## src/rtl/dcro_freq_tracker.sv

```systemverilog
// rtl/dcro_freq_tracker.sv - DCRO frequency tracking loop: windowed edge count, proportional incremental correction, lock detect
module dcro_freq_tracker #(
   parameter int sel_len    = 8,
   parameter int CNT_W      = 16,
   parameter int GATE_LEN   = 1024,
   parameter int SETTLE_LEN = 16,
   parameter int SHIFT      = 2,
   parameter int MAX_STEP   = 16,
   parameter int TOL        = 1,
   parameter int LOCK_N     = 3
) (
   input  logic               clk,
   input  logic               rst,
   input  logic               enable,
   input  logic               osc_in,
   input  logic [CNT_W-1:0]   target_cnt,
   input  logic [sel_len-1:0] init_word,
   output logic               mode,
   output logic [sel_len:0]   sel_cmd,
   output logic               cmd_valid,
   output logic [CNT_W-1:0]   meas_cnt,
   output logic               locked
);

   localparam int GATE_W = $clog2(GATE_LEN + 1);
   localparam int SET_W  = $clog2(SETTLE_LEN + 1);
   localparam int LOCK_W = $clog2(LOCK_N + 1);

   typedef enum logic [2:0] {
      S_IDLE,
      S_INIT,
      S_MEASURE,
      S_COMPARE,
      S_ISSUE,
      S_SETTLE
   } state_t;

   state_t state, state_nx;

   logic                 osc_s1, osc_s2, osc_s3;
   logic                 osc_edge;
   logic [GATE_W-1:0]    gate_cnt;
   logic [SET_W-1:0]     settle_cnt;
   logic [CNT_W-1:0]     edge_cnt;
   logic [LOCK_W-1:0]    lock_cnt;
   logic                 gate_done, settle_done;

   logic signed [CNT_W:0] err;
   logic [CNT_W:0]        err_mag, err_shr, step_mag;
   logic                  in_tol;
   logic [sel_len:0]      step;

   logic                  mode_nx, valid_nx;
   logic [sel_len:0]      sel_nx;

   // Two synchronizer flops, the third holds the previous sample for edge detection.
   always_ff @(posedge clk or posedge rst) begin
      if (rst) begin
         osc_s1 <= 1'b0;
         osc_s2 <= 1'b0;
         osc_s3 <= 1'b0;
      end else begin
         osc_s1 <= osc_in;
         osc_s2 <= osc_s1;
         osc_s3 <= osc_s2;
      end
   end

   assign osc_edge    = osc_s2 & ~osc_s3;
   assign gate_done   = (gate_cnt == GATE_W'(GATE_LEN - 1));
   assign settle_done = (settle_cnt == SET_W'(SETTLE_LEN - 1));

   // Step is derived from the live edge count so it is ready during COMPARE.
   always_comb begin
      err     = $signed({1'b0, target_cnt}) - $signed({1'b0, edge_cnt});
      err_mag = err[CNT_W] ? $unsigned(-err) : $unsigned(err);
      err_shr = err_mag >> SHIFT;
      in_tol  = (err_mag <= (CNT_W+1)'(TOL));
      if (err_shr == '0)
         step_mag = (CNT_W+1)'(1);
      else if (err_shr > (CNT_W+1)'(MAX_STEP))
         step_mag = (CNT_W+1)'(MAX_STEP);
      else
         step_mag = err_shr;
      if (in_tol)
         step = '0;
      else if (err[CNT_W])
         step = -(sel_len+1)'(step_mag);
      else
         step = (sel_len+1)'(step_mag);
   end

   always_comb begin
      state_nx = state;
      case (state)
         S_IDLE:    if (enable) state_nx = S_INIT;
         S_INIT:    state_nx = S_SETTLE;
         S_SETTLE:  if (settle_done) state_nx = S_MEASURE;
         S_MEASURE: if (gate_done) state_nx = S_COMPARE;
         S_COMPARE: state_nx = S_ISSUE;
         S_ISSUE:   state_nx = S_SETTLE;
         default:   state_nx = S_IDLE;
      endcase
      if (!enable)
         state_nx = S_IDLE;

      // Outputs are registered from the next state so they line up with the state register.
      mode_nx  = 1'b1;
      sel_nx   = '0;
      valid_nx = 1'b0;
      case (state_nx)
         S_IDLE: begin
            mode_nx = 1'b0;
            sel_nx  = {1'b0, init_word};
         end
         S_INIT: begin
            mode_nx  = 1'b0;
            sel_nx   = {1'b0, init_word};
            valid_nx = 1'b1;
         end
         S_ISSUE: begin
            sel_nx   = step;
            valid_nx = 1'b1;
         end
         default: ;
      endcase
   end

   always_ff @(posedge clk or posedge rst) begin
      if (rst) begin
         state      <= S_IDLE;
         mode       <= 1'b0;
         sel_cmd    <= '0;
         cmd_valid  <= 1'b0;
         gate_cnt   <= '0;
         settle_cnt <= '0;
         edge_cnt   <= '0;
         lock_cnt   <= '0;
         meas_cnt   <= '0;
         locked     <= 1'b0;
      end else begin
         state     <= state_nx;
         mode      <= mode_nx;
         sel_cmd   <= sel_nx;
         cmd_valid <= valid_nx;
         if (!enable) begin
            gate_cnt   <= '0;
            settle_cnt <= '0;
            edge_cnt   <= '0;
            lock_cnt   <= '0;
            locked     <= 1'b0;
         end else begin
            case (state)
               S_INIT, S_ISSUE: settle_cnt <= '0;
               S_SETTLE: begin
                  settle_cnt <= settle_cnt + 1'b1;
                  if (settle_done) begin
                     gate_cnt <= '0;
                     edge_cnt <= '0;
                  end
               end
               S_MEASURE: begin
                  gate_cnt <= gate_cnt + 1'b1;
                  if (osc_edge && edge_cnt != '1)
                     edge_cnt <= edge_cnt + 1'b1;
               end
               S_COMPARE: begin
                  meas_cnt <= edge_cnt;
                  if (in_tol) begin
                     if (lock_cnt != LOCK_W'(LOCK_N))
                        lock_cnt <= lock_cnt + 1'b1;
                     locked <= (lock_cnt >= LOCK_W'(LOCK_N - 1));
                  end else begin
                     lock_cnt <= '0;
                     locked   <= 1'b0;
                  end
               end
               default: ;
            endcase
         end
      end
   end

endmodule

```

## config.mk

```make
export PLATFORM = sky130hd
export DESIGN_NAME = dcro_freq_tracker
export DESIGN_NICKNAME = d
export VERILOG_FILES = /design/src/rtl/dcro_freq_tracker.sv
export SDC_FILE = /design/constraint.sdc
export NUM_CORES = 1
export LEC_CHECK = 0
export ABC_AREA = 1
export CORE_MARGIN = 2
export CORE_UTILIZATION = 57
export CTS_CLUSTER_DIAMETER = 50
export DETAILED_ROUTE_END_ITERATION = 7
export PLACE_DENSITY = 0.8
export SLEW_MARGIN = 15
export SYNTH_ARGS = -nofsm -noshare
export SYNTH_HDL_FRONTEND = slang
export SYNTH_SLANG_ARGS = --single-unit
```

## constraint.sdc

```tcl
create_clock -name clk -period 4.6 [get_ports clk]
set_clock_uncertainty 0.2 [all_clocks]
set_input_delay 0.69 -clock clk [delete_from_list [all_inputs] [get_ports clk]]
set_output_delay 0.69 -clock clk [all_outputs]
set_load 0.05 [all_outputs]
```

==> summary.txt, run 1 <==
Outcome -> finished clean
Top FF cell, synth -> dfrtp_1
Core area -> 8258 µm²
Initial core utilization -> 59.32%
CP cell instances -> clkdlybuf4s50_1 > inv_1 > ha_1 > fa_1 > inv_2 > nand2_1 > nand2_1 > nand3_1 > nand2_1 > nand3_2 > o211ai_4 > inv_4 > nand3_1 > nand2_1 > a21oi_1 > nand3_1 > nor2_4 > nand3_1 > nor2_2 > inv_1 > ha_1 > o21ai_0 > nand2_1 > o21ai_0
Relative slew slack -> 38.41%
DRT antenna net count -> 0
Routed vias -> 4977
Critical path peak fanout -> 28
Post-synth net total -> 784
Synth async-reset ratio -> 100.0%
Chip width -> 96.70 µm
Fin. Hold Viols -> 0
Global route overflow -> 0
Final wirelength -> 12320 µm
CTS Root Cell -> clkbuf_8
Setup ws final -> 0.3943 ns
Internal power -> 934.0 µW
Crit. End Element -> register
Clock-pin slew on the worst setup and hold paths -> 0.08 ns
Distinct cells, synth -> 41
1st-pass router iterations -> 6
Cell mode on critical path -> nand2_1
CP required -> 4.66 ns
Switching part of the total power -> 34.98%
Ant diodes -> 0
Die H -> 96.70 µm
Yosys reg bits -> 68
Tcrit/Tclk final -> 91.43%
IO buf count -> 55
Antenna violations before repair -> 0
Clock period minus final worst setup slack -> 4.206 ns
Class of the worst hold path -> reg2reg
Hold EP -> osc_s2
Maximum vdd ir drop -> 0.2040 mV
Overall Power -> 1437 µW
Worst-Skew Late Latency -> 0.35 ns
RSZ-0062 raised after global routing -> no
Hpwl dp -> 9591 µm
CP Buf/Inv Count -> 5
Number of synthesized flops with an enable pin -> 0
Kind of critical path -> in2reg
Number of global-route vias before repair -> 4661
Clk pwr share -> 31.4%
Worst r2r src -> edge_cnt[5]
Fmax -> 0.2378 GHz
Nets -> 845
CTS Hold Bufs -> 0
# setup viols final -> 0
Worst endpoint data arrival time -> 4.27 ns
CP max stage cell -> clkdlybuf4s50_1
# Post-CTS Setup Buffers -> 0
Clock Tree Buf Depth -> 2
Sequential power share -> 43.7%
Worst min-delay path startpoint -> osc_s1
Final Max Tran Viols -> 0
Worst slew pin tran -> 0.9228 ns
Post-DP Area -> 5569 µm²
Largest net degree at the start of global routing -> 39
R2r setup slk -> 0.84 ns
Maxcap violations -> 0
R2R depth -> 25
Pwr/cell area -> 248.7 nW/µm²
Seq. cell area -> 1702 µm²
Critical Path Start Type -> primary input
Via-to-Cell Ratio -> 5.518
DP Worst Slack -> -0.02415 ns
Htree depth -> 3
Initial DRC count -> 260
Rows -> 33
Setup TNS -> 0 ns
Comb pwr share -> 24.9%
Design Area, Final -> 5777 µm²
Avg WL per Cell -> 13.65 µm
Tot GR Track Use -> 26.80%
Multi-input gate area -> 2724 µm²
DRC viols -> 0
Delay-heaviest family, CP -> simple AND/OR/NAND/NOR gates
Pleak -> 0.002822 µW
Post-Synthesis Cells -> 731
Worst Hold Depth -> 0
Yosys warns -> 0
Sw Pwr -> 502.5 µW
Fillers -> 740
Mapped Area -> 4898 µm²
Routability cong. -> 0.9123
Clock sink count -> 68
CTS tree -> built
CTS resizes -> 0
Post-Syn Area per Cell -> 6.701 µm²
Share of layout cells above drive strength 1 -> 6.775%
IO Pins -> 56
First-pass GRT wire length -> 20870 µm
Worst hold margin -> 0.1883 ns
Area grow syn2layout -> 17.93%
CP max stage delay -> 0.46 ns
Sequential element share of the synthesized area -> 34.74%
Die ar. -> 9351 µm²
R2R Path End -> sel_cmd[2]
CTS buffer count -> 9
==> how the worst max path moves through the flow <==
stage	slack, ns	to	depth (start not counted)	from
floorplan	0.88	sel_cmd[4]	24	target_cnt[0]
global placement	0.14	sel_cmd[4]	27	target_cnt[0]
detailed placement	-0.02	sel_cmd[2]	24	target_cnt[0]
CTS	0.33	sel_cmd[2]	24	target_cnt[0]
global route	0.03	sel_cmd[4]	28	target_cnt[0]
finish	0.39	sel_cmd[2]	24	target_cnt[0]
==> synth_stat cells, types with 5 or more instances <==
cell type  count  area [µm²]
o21ai_0       46       230.2
ha_1          24       300.3
nor3_1        24       120.1
clkbuf_1       8       30.03
nor2_1        60       225.2
nand3_1       66       330.3
inv_1        116       435.4
nand4_1       17       106.4
xor2_1         7       61.31
nand2_1      210       788.3
nor2_2         5       31.28
a21oi_1       32       160.2
inv_2          6       22.52
dfrtp_1       68        1702
==> layout by cell type, fill, tap and decap left out, types with 2 or more instances in the layout <==
master,count
a211oi_1,2
nand4_1,17
xor2_1,7
clkinv_2,2
o21ai_1,2
nor2_4,4
and2_1,2
inv_6,2
nand2_2,5
a21oi_1,32
clkdlybuf4s50_1,55
clkinvlp_4,2
nand3_2,4
a221oi_1,2
nand3_1,65
o21ai_0,46
a31oi_1,3
buf_4,4
clkbuf_8,9
nor3_1,24
nor2_2,9
nand3b_1,4
nor2_1,54
nand2_1,209
ha_1,24
dfrtp_1,68
inv_1,114
inv_2,8
==> state kept, by name (all words and copies together) (netlist names) <==
| name | flops |
|---|---|
| osc_s2 | 1 |
| mode | 1 |
| lock_cnt | 2 |
| cmd_valid | 1 |
| gate_cnt | 11 |
| settle_cnt | 5 |
| osc_s1 | 1 |
| locked | 1 |
| edge_cnt | 16 |
| osc_s3 | 1 |
| meas_cnt | 16 |
| sel_cmd | 9 |
| state | 3 |
==> metrics by stage <==
stage	instances	util, %
2_1_floorplan	731	-
3_3_place_gp	886	67.44
3_5_place_dp	886	67.44
5_1_grt	902	69.95
6_report	902	69.95
4_1_cts	902	69.56
==> worst register-to-register path, delay by kind of cell (launching register included) <==
family / cells / cell delay [ns]
flip-flops: 1 / 0.40
AND/OR/NAND/NOR: 19 / 1.92
buffers and inverters: 2 / 0.18
AO/OA/AOI/OAI: 2 / 0.34
adder cells (fa/ha/maj): 2 / 0.62
==> power by group through the flow <==
stage	Sequential (µW)	Combinational [µW]	Clock, µW
6_report	628	358	451
5_1_grt	631	392	484
4_1_cts	628	351	457
3_5_place_dp	640	350	0
3_3_place_gp	639	343	0
2_1_floorplan	700	183	0
==> per-layer routing <==
metal	routed length, µm	GRT usage [%]	vias to the layer above	part of all wire [%]
met5	0	0	-	0
met2	5865	44.60	180	48
li1	-	-	2485	-
met1	5466	36.30	2290	44
met3	794	4.552	22	6.4
met4	188	7.476	0	1.5
==> cell families (layout without fill, tap and decap cells) <==
family                   Yosys count  after routing  share of synthesized area (%)
flip-flops                        68             68                          34.74
buffers and inverters            132            198                          10.32
multiplexers                       1              1                         0.2044
adder cells (fa/ha/maj)           25             25                          6.539
AND/OR/NAND/NOR                  400            400                          35.61
AO/OA/AOI/OAI                     97             97                          11.16
XOR/XNOR                           8              8                          1.430
==> final cells by class <==
| cell class | count | share of cell area [%] |
|---|---|---|
| multi-input combinational | 531 | 47.15 |
| sequential | 68 | 29.46 |
| timing repair buffer | 59 | 10.05 |
| inverter | 123 | 8.036 |
| tap | 105 | 2.274 |
| clock buffer | 9 | 2.144 |
| clock inverter | 7 | 0.8880 |
Note: power is estimated with default switching activity, not from simulation.
==> inputs of run 2 (changes only) <==
- GPL_ROUTABILITY_DRIVEN: default -> 0
==> summary.txt, run 2 (synthesis results as in run 1) <==
Outcome -> finished clean
CTS tree -> built
Hpwl dp -> 9635 µm (+0.46%)
IO Pins -> 56 (unchanged)
Fin. Hold Viols -> 0 (unchanged)
Via-to-Cell Ratio -> 5.523 (about the same)
Chip width -> 96.70 µm (unchanged)
Htree depth -> 3 (unchanged)
Clock sink count -> 68 (unchanged)
Share of layout cells above drive strength 1 -> 6.884% (+0.11 points)
Most common cell after layout, fill and taps aside -> nand2_1
Antenna violations before repair -> 0 (unchanged)
DRT antenna net count -> 0 (unchanged)
Ant diodes -> 0 (unchanged)
CTS buffer count -> 9 (unchanged)
Fillers -> 718 (-3.0%)
1st-pass router iterations -> 5 (-1)
Initial DRC count -> 374 (+44%)
Routed vias -> 4993 (+0.32%)
Die H -> 96.70 µm (unchanged)
Avg WL per Cell -> 13.81 µm (+1.1%)
Worst-Skew Late Latency -> 0.34 ns (about the same)
Worst endpoint data arrival time -> 4.35 ns (+0.08 ns)
Fmax -> 0.2321 GHz (-2.4%)
Rows -> 33 (unchanged)
Multi-input gate area -> 2714 µm² (-0.37%)
CTS Root Cell -> clkbuf_8
CP required -> 4.64 ns (-0.02 ns)
Design Area, Final -> 5804 µm² (+0.48%)
Final Max Tran Viols -> 0 (unchanged)
Tcrit/Tclk final -> 93.65% (+2.2 points)
Area grow syn2layout -> 18.49%
Initial core utilization -> 59.32% (unchanged)
Global route overflow -> 0 (unchanged)
Tot GR Track Use -> 27.01% (+0.21 points)
DP Worst Slack -> -0.03970 ns (-0.01555 ns)
Number of global-route vias before repair -> 4702 (+0.88%)
Seq. cell area -> 1702 µm² (unchanged)
Overall Power -> 1485 µW (+3.4%)
Core area -> 8258 µm² (unchanged)
DRC viols -> 0 (unchanged)
Worst slew pin tran -> 0.9628 ns (+0.04006 ns)
Pleak -> 0.002840 µW (+0.63%)
Critical Path Start Type -> primary input
Crit. End Element -> register
Final wirelength -> 12480 µm (+1.3%)
Pwr/cell area -> 255.9 nW/µm² (+2.9%)
Die ar. -> 9351 µm² (unchanged)
Relative slew slack -> 35.74% (-2.7 points)
Largest net degree at the start of global routing -> 37 (-5.1%)
Maxcap violations -> 0 (unchanged)
Clock-pin slew on the worst setup and hold paths -> 0.08 ns (about the same)
First-pass GRT wire length -> 21180 µm (+1.5%)
Biggest regs -> edge_cnt x16, meas_cnt x16, gate_cnt x11
Maximum vdd ir drop -> 0.1811 mV (-11%)
Class of the worst hold path -> reg2reg
Critical path peak fanout -> 6 (-79%)
Nets -> 847 (+0.24%)
IO buf count -> 55 (unchanged)
Clock period minus final worst setup slack -> 4.308 ns (+0.1021 ns)
# setup viols final -> 0 (unchanged)
Clock Tree Buf Depth -> 2 (unchanged)
Setup ws final -> 0.2922 ns (-0.1021 ns)
Most frequent cells in the layout -> 209 x nand2_1, 114 x inv_1, 68 x dfrtp_1
CTS Hold Bufs -> 0 (unchanged)
Post-DP Area -> 5577 µm² (+0.13%)
RSZ-0062 raised after global routing -> no
Kind of critical path -> in2reg
## run 2: cell count changes in the layout (fill, tap and decap cells not counted), sizes merged
cell / change
clkinvlp: -1
bufinv: +1
buf: +2
## run 2: repair_timing
action,CTS,global route
gates resized for setup,0,10
endpoints found under the hold margin,0,0
endpoints found under the setup margin,0,5
buffers inserted,0,1
## run 2: power by group
part	internal [µW]	total, µW	leakage (µW)	switching (µW)
Clock	253	499	0.000100	246
Sequential	617	628	0.000888	11.0
Combinational	119	358	0.00185	239
## run 2: cell type report
cell class / count / area share [%]
clock buffers: 9 / 2.134
inverters: 123 / 7.997
multi-input cells: 531 / 46.76
well taps: 105 / 2.263
repair buffers: 61 / 10.26
clock inverters: 7 / 1.272
flip-flops and latches: 68 / 29.32
## run 2: through the flow
step | hold WS, ns | std cells | TNS (ns) | utilization (%)
floorplan | 0.1312 | 731 | 0 | -
global placement | 0.1375 | 887 | 0 | 67.53
detailed placement | 0.1405 | 887 | -0.07819 | 67.53
CTS | 0.1595 | 903 | 0 | 69.92
global route | 0.1845 | 904 | 0 | 70.29
finish | 0.1545 | 904 | 0 | 70.29
## run 2: path summary, 6_finish.rpt
kind / slack (ns) / cells past startpoint / to / start
max reg2reg: 0.75 / 23 / sel_cmd[4] / edge_cnt[0]
max in group asynchronous: 2.68 / 3 / edge_cnt[3] / rst
max: 0.29 / 25 / sel_cmd[4] / target_cnt[0]
min reg2reg: 0.15 / 0 / osc_s2 / osc_s1
min: 0.15 / 0 / osc_s2 / osc_s1
min in group asynchronous: 0.60 / 2 / settle_cnt[2] / rst
## run 2: worst max-delay path: stages
cell             delay, ns
clkdlybuf4s50_1       0.48
inv_1                 0.05
ha_2                  0.21
fa_2                  0.59
ha_1                  0.16
inv_1                 0.07
nor2_2                0.13
nand3_1               0.11
nor2_2                0.10
nand2_2               0.09
nor2_4                0.14
nand2_1               0.08
nand3_1               0.07
nand2_1               0.08
a21oi_1               0.13
nand3_1               0.13
nor2_4                0.19
nand3_1               0.08
nor2_1                0.14
inv_1                 0.06
ha_1                  0.22
nand3_1               0.11
nand3_1               0.08
nand3_1               0.09
nand2_1               0.05
## run 2: per-layer routing
| layer | GRT usage [%] | routed length [µm] | vias to the layer above |
|---|---|---|---|
| met1 | 36.45 | 5529 | 2268 |
| li1 | - | - | 2499 |
| met5 | 0 | 0 | - |
| met2 | 44.50 | 5997 | 201 |
| met3 | 4.697 | 721 | 25 |
| met4 | 8.559 | 233 | 0 |
==> inputs of run 3 (changes only) <==
- CTS_BUF_LIST: default -> sky130_fd_sc_hd__clkbuf_16
==> summary.txt, run 3 (synthesis results as in run 1) <==
DRC viols -> 0 (unchanged)
Fin. Hold Viols -> 0 (unchanged)
DRT antenna net count -> 0 (unchanged)
CP max stage cell -> fa_2
1st-pass router iterations -> 5 (unchanged)
Chip width -> 96.70 µm (unchanged)
IO Pins -> 56 (unchanged)
Most frequent cells in the layout -> 209 x nand2_1, 114 x inv_1, 68 x dfrtp_1
Maxcap violations -> 0 (unchanged)
Fillers -> 691 (-3.8%)
Worst-Skew Late Latency -> 0.33 ns (about the same)
First-pass GRT wire length -> 21760 µm (+2.8%)
Clock sink count -> 68 (unchanged)
Sw Pwr -> 521.2 µW (+5.2%)
Maximum vdd ir drop -> 0.2261 mV (+25%)
CP cell instances -> clkdlybuf4s50_1 > inv_1 > ha_2 > fa_2 > ha_1 > inv_1 > nor2_2 > nand3_1 > nor2_2 > nand2_2 > nor2_4 > nand2_1 > nand3_1 > nand2_1 > a21oi_2 > nand3_1 > nor2_4 > nand4_1 > nand2_1 > inv_1 > ha_1 > nand4_1 > nand2_1 > o21ai_1
Nets -> 848 (+0.12%)
Area grow syn2layout -> 20.79%
Ant diodes -> 0 (unchanged)
Htree depth -> 3 (unchanged)
Largest net degree at the start of global routing -> 37 (unchanged)
Die ar. -> 9351 µm² (unchanged)
Tot GR Track Use -> 27.84% (+0.83 points)
Clock period minus final worst setup slack -> 4.377 ns (+0.06923 ns)
Final std cells w/o fill -> 905 (+0.11%)
Final wirelength -> 12840 µm (+2.9%)
Core area -> 8258 µm² (unchanged)
Layout Utilization -> 71.65% (+1.4 points)
# setup viols final -> 0 (unchanged)
CTS tree -> built
Switching part of the total power -> 30.99% (-2.4 points)
Die H -> 96.70 µm (unchanged)
Delay-heaviest family, CP -> simple AND/OR/NAND/NOR gates
Global route overflow -> 0 (unchanged)
CTS buffer count -> 9 (unchanged)
IO buf count -> 55 (unchanged)
Worst endpoint data arrival time -> 4.42 ns (+0.07 ns)
Most common cell after layout, fill and taps aside -> nand2_1
Antenna violations before repair -> 0 (unchanged)
Class of the worst hold path -> reg2reg
Biggest regs -> edge_cnt x16, meas_cnt x16, gate_cnt x11
Sequential power share -> 37.4% (-4.9 points)
Initial DRC count -> 370 (-1.1%)
Pwr/cell area -> 284.2 nW/µm² (+11%)
Kind of critical path -> in2reg
CP Buf/Inv Count -> 4 (unchanged)
Clock Tree Buf Depth -> 2 (unchanged)
Critical path peak fanout -> 6 (unchanged)
CTS Hold Bufs -> 0 (unchanged)
Avg WL per Cell -> 14.18 µm (+2.7%)
Final Max Tran Viols -> 0 (unchanged)
Crit. End Element -> register
Rows -> 33 (unchanged)
Tcrit/Tclk final -> 95.15% (+1.5 points)
Clk pwr share -> 41.1% (+7.5 points)
Design Area, Final -> 5917 µm² (+1.9%)
Post-DP Area -> 5577 µm² (unchanged)
Placed cell count -> 887 (unchanged)
CP required -> 4.64 ns (about the same)
Worst slew pin tran -> 0.9075 ns (-0.05537 ns)
Clock-pin slew on the worst setup and hold paths -> 0.06 ns (-0.02 ns)
Relative slew slack -> 39.43% (+3.7 points)
Hpwl dp -> 9635 µm (unchanged)
Number of global-route vias before repair -> 4785 (+1.8%)
Cell mode on critical path -> nand2_1
CTS Root Cell -> clkbuf_16
Share of layout cells above drive strength 1 -> 7.125% (+0.24 points)
Comb pwr share -> 21.4% (-2.7 points)
Outcome -> finished clean
Initial core utilization -> 59.32% (unchanged)
Internal power -> 1161 µW (+17%)
Setup TNS -> 0 ns (unchanged)
Via-to-Cell Ratio -> 5.554 (+0.55%)
Routed vias -> 5026 (+0.66%)
Fmax -> 0.2285 GHz (-1.6%)
Pleak -> 0.002892 µW (+1.8%)
Critical Path Start Type -> primary input
CP max stage delay -> 0.59 ns (about the same)
==> run 3: power groups by stage <==
stage | clock [µW] | combinational [µW] | sequential (µW)
after floorplan | 0 | 183 | 700
after global placement | 0 | 342 | 639
after detailed placement | 0 | 351 | 640
after CTS | 700 | 354 | 630
after global routing | 723 | 398 | 632
final | 692 | 360 | 630
==> run 3: final timing paths <==
kind,cells after the start,startpoint,end,slack (ns)
max,24,target_cnt[0],sel_cmd[6],0.22
min,0,osc_s1,osc_s2,0.15
max reg2reg,22,edge_cnt[0],sel_cmd[6],0.69
min reg2reg,0,osc_s1,osc_s2,0.15
max in group asynchronous,3,rst,meas_cnt[3],2.66
min in group asynchronous,2,rst,lock_cnt[0],0.62
==> run 3: timing repair <==
| action | CTS | global route |
|---|---|---|
| setup buffers | 0 | 2 |
| resized for setup | 0 | 11 |
| setup endpoints to repair | 0 | 5 |
==> run 3: worst register-to-register path: stages (launching register included) <==
cell     delay, ns
dfrtp_1       0.41
ha_2          0.22
fa_2          0.59
ha_1          0.17
inv_1         0.07
nor2_2        0.13
nand3_1       0.11
nor2_2        0.10
nand2_2       0.09
nor2_4        0.14
nand2_1       0.08
nand3_1       0.07
nand2_1       0.09
a21oi_2       0.11
nand3_1       0.13
nor2_4        0.19
nand4_1       0.13
nand2_1       0.09
inv_1         0.05
ha_1          0.23
nand4_1       0.12
nand2_1       0.11
o21ai_1       0.17
==> run 3: cell type report <==
cell class                 count  area (µm²)  area share, %
sequential                    68        1702          28.76
tap                          105       131.4          2.220
multi-input combinational    531        2718          45.93
clock inverter                 7       73.82          1.248
inverter                     123       464.2          7.845
clock buffer                   9       225.2          3.806
timing repair buffer          62       603.1          10.19
==> run 3: per-stage QoR <==
stage	total power, µW	hold WS [ns]	setup slack (ns)
after floorplan	883.4	0.1312	0.8760
after CTS	1684	0.1542	0.2593
after global routing	1753	0.1784	-0.02756
after global placement	980.7	0.1375	0.1922
after detailed placement	991.3	0.1405	-0.03970
final	1682	0.1496	0.2229
==> run 3: metal layers <==
layer,up-vias,global-route usage [%],routed length (µm)
met5,-,0,0
met1,2291,36.85,5507
li1,2497,-,-
met4,0,8.126,261
met2,212,47.01,6282
met3,26,4.841,787
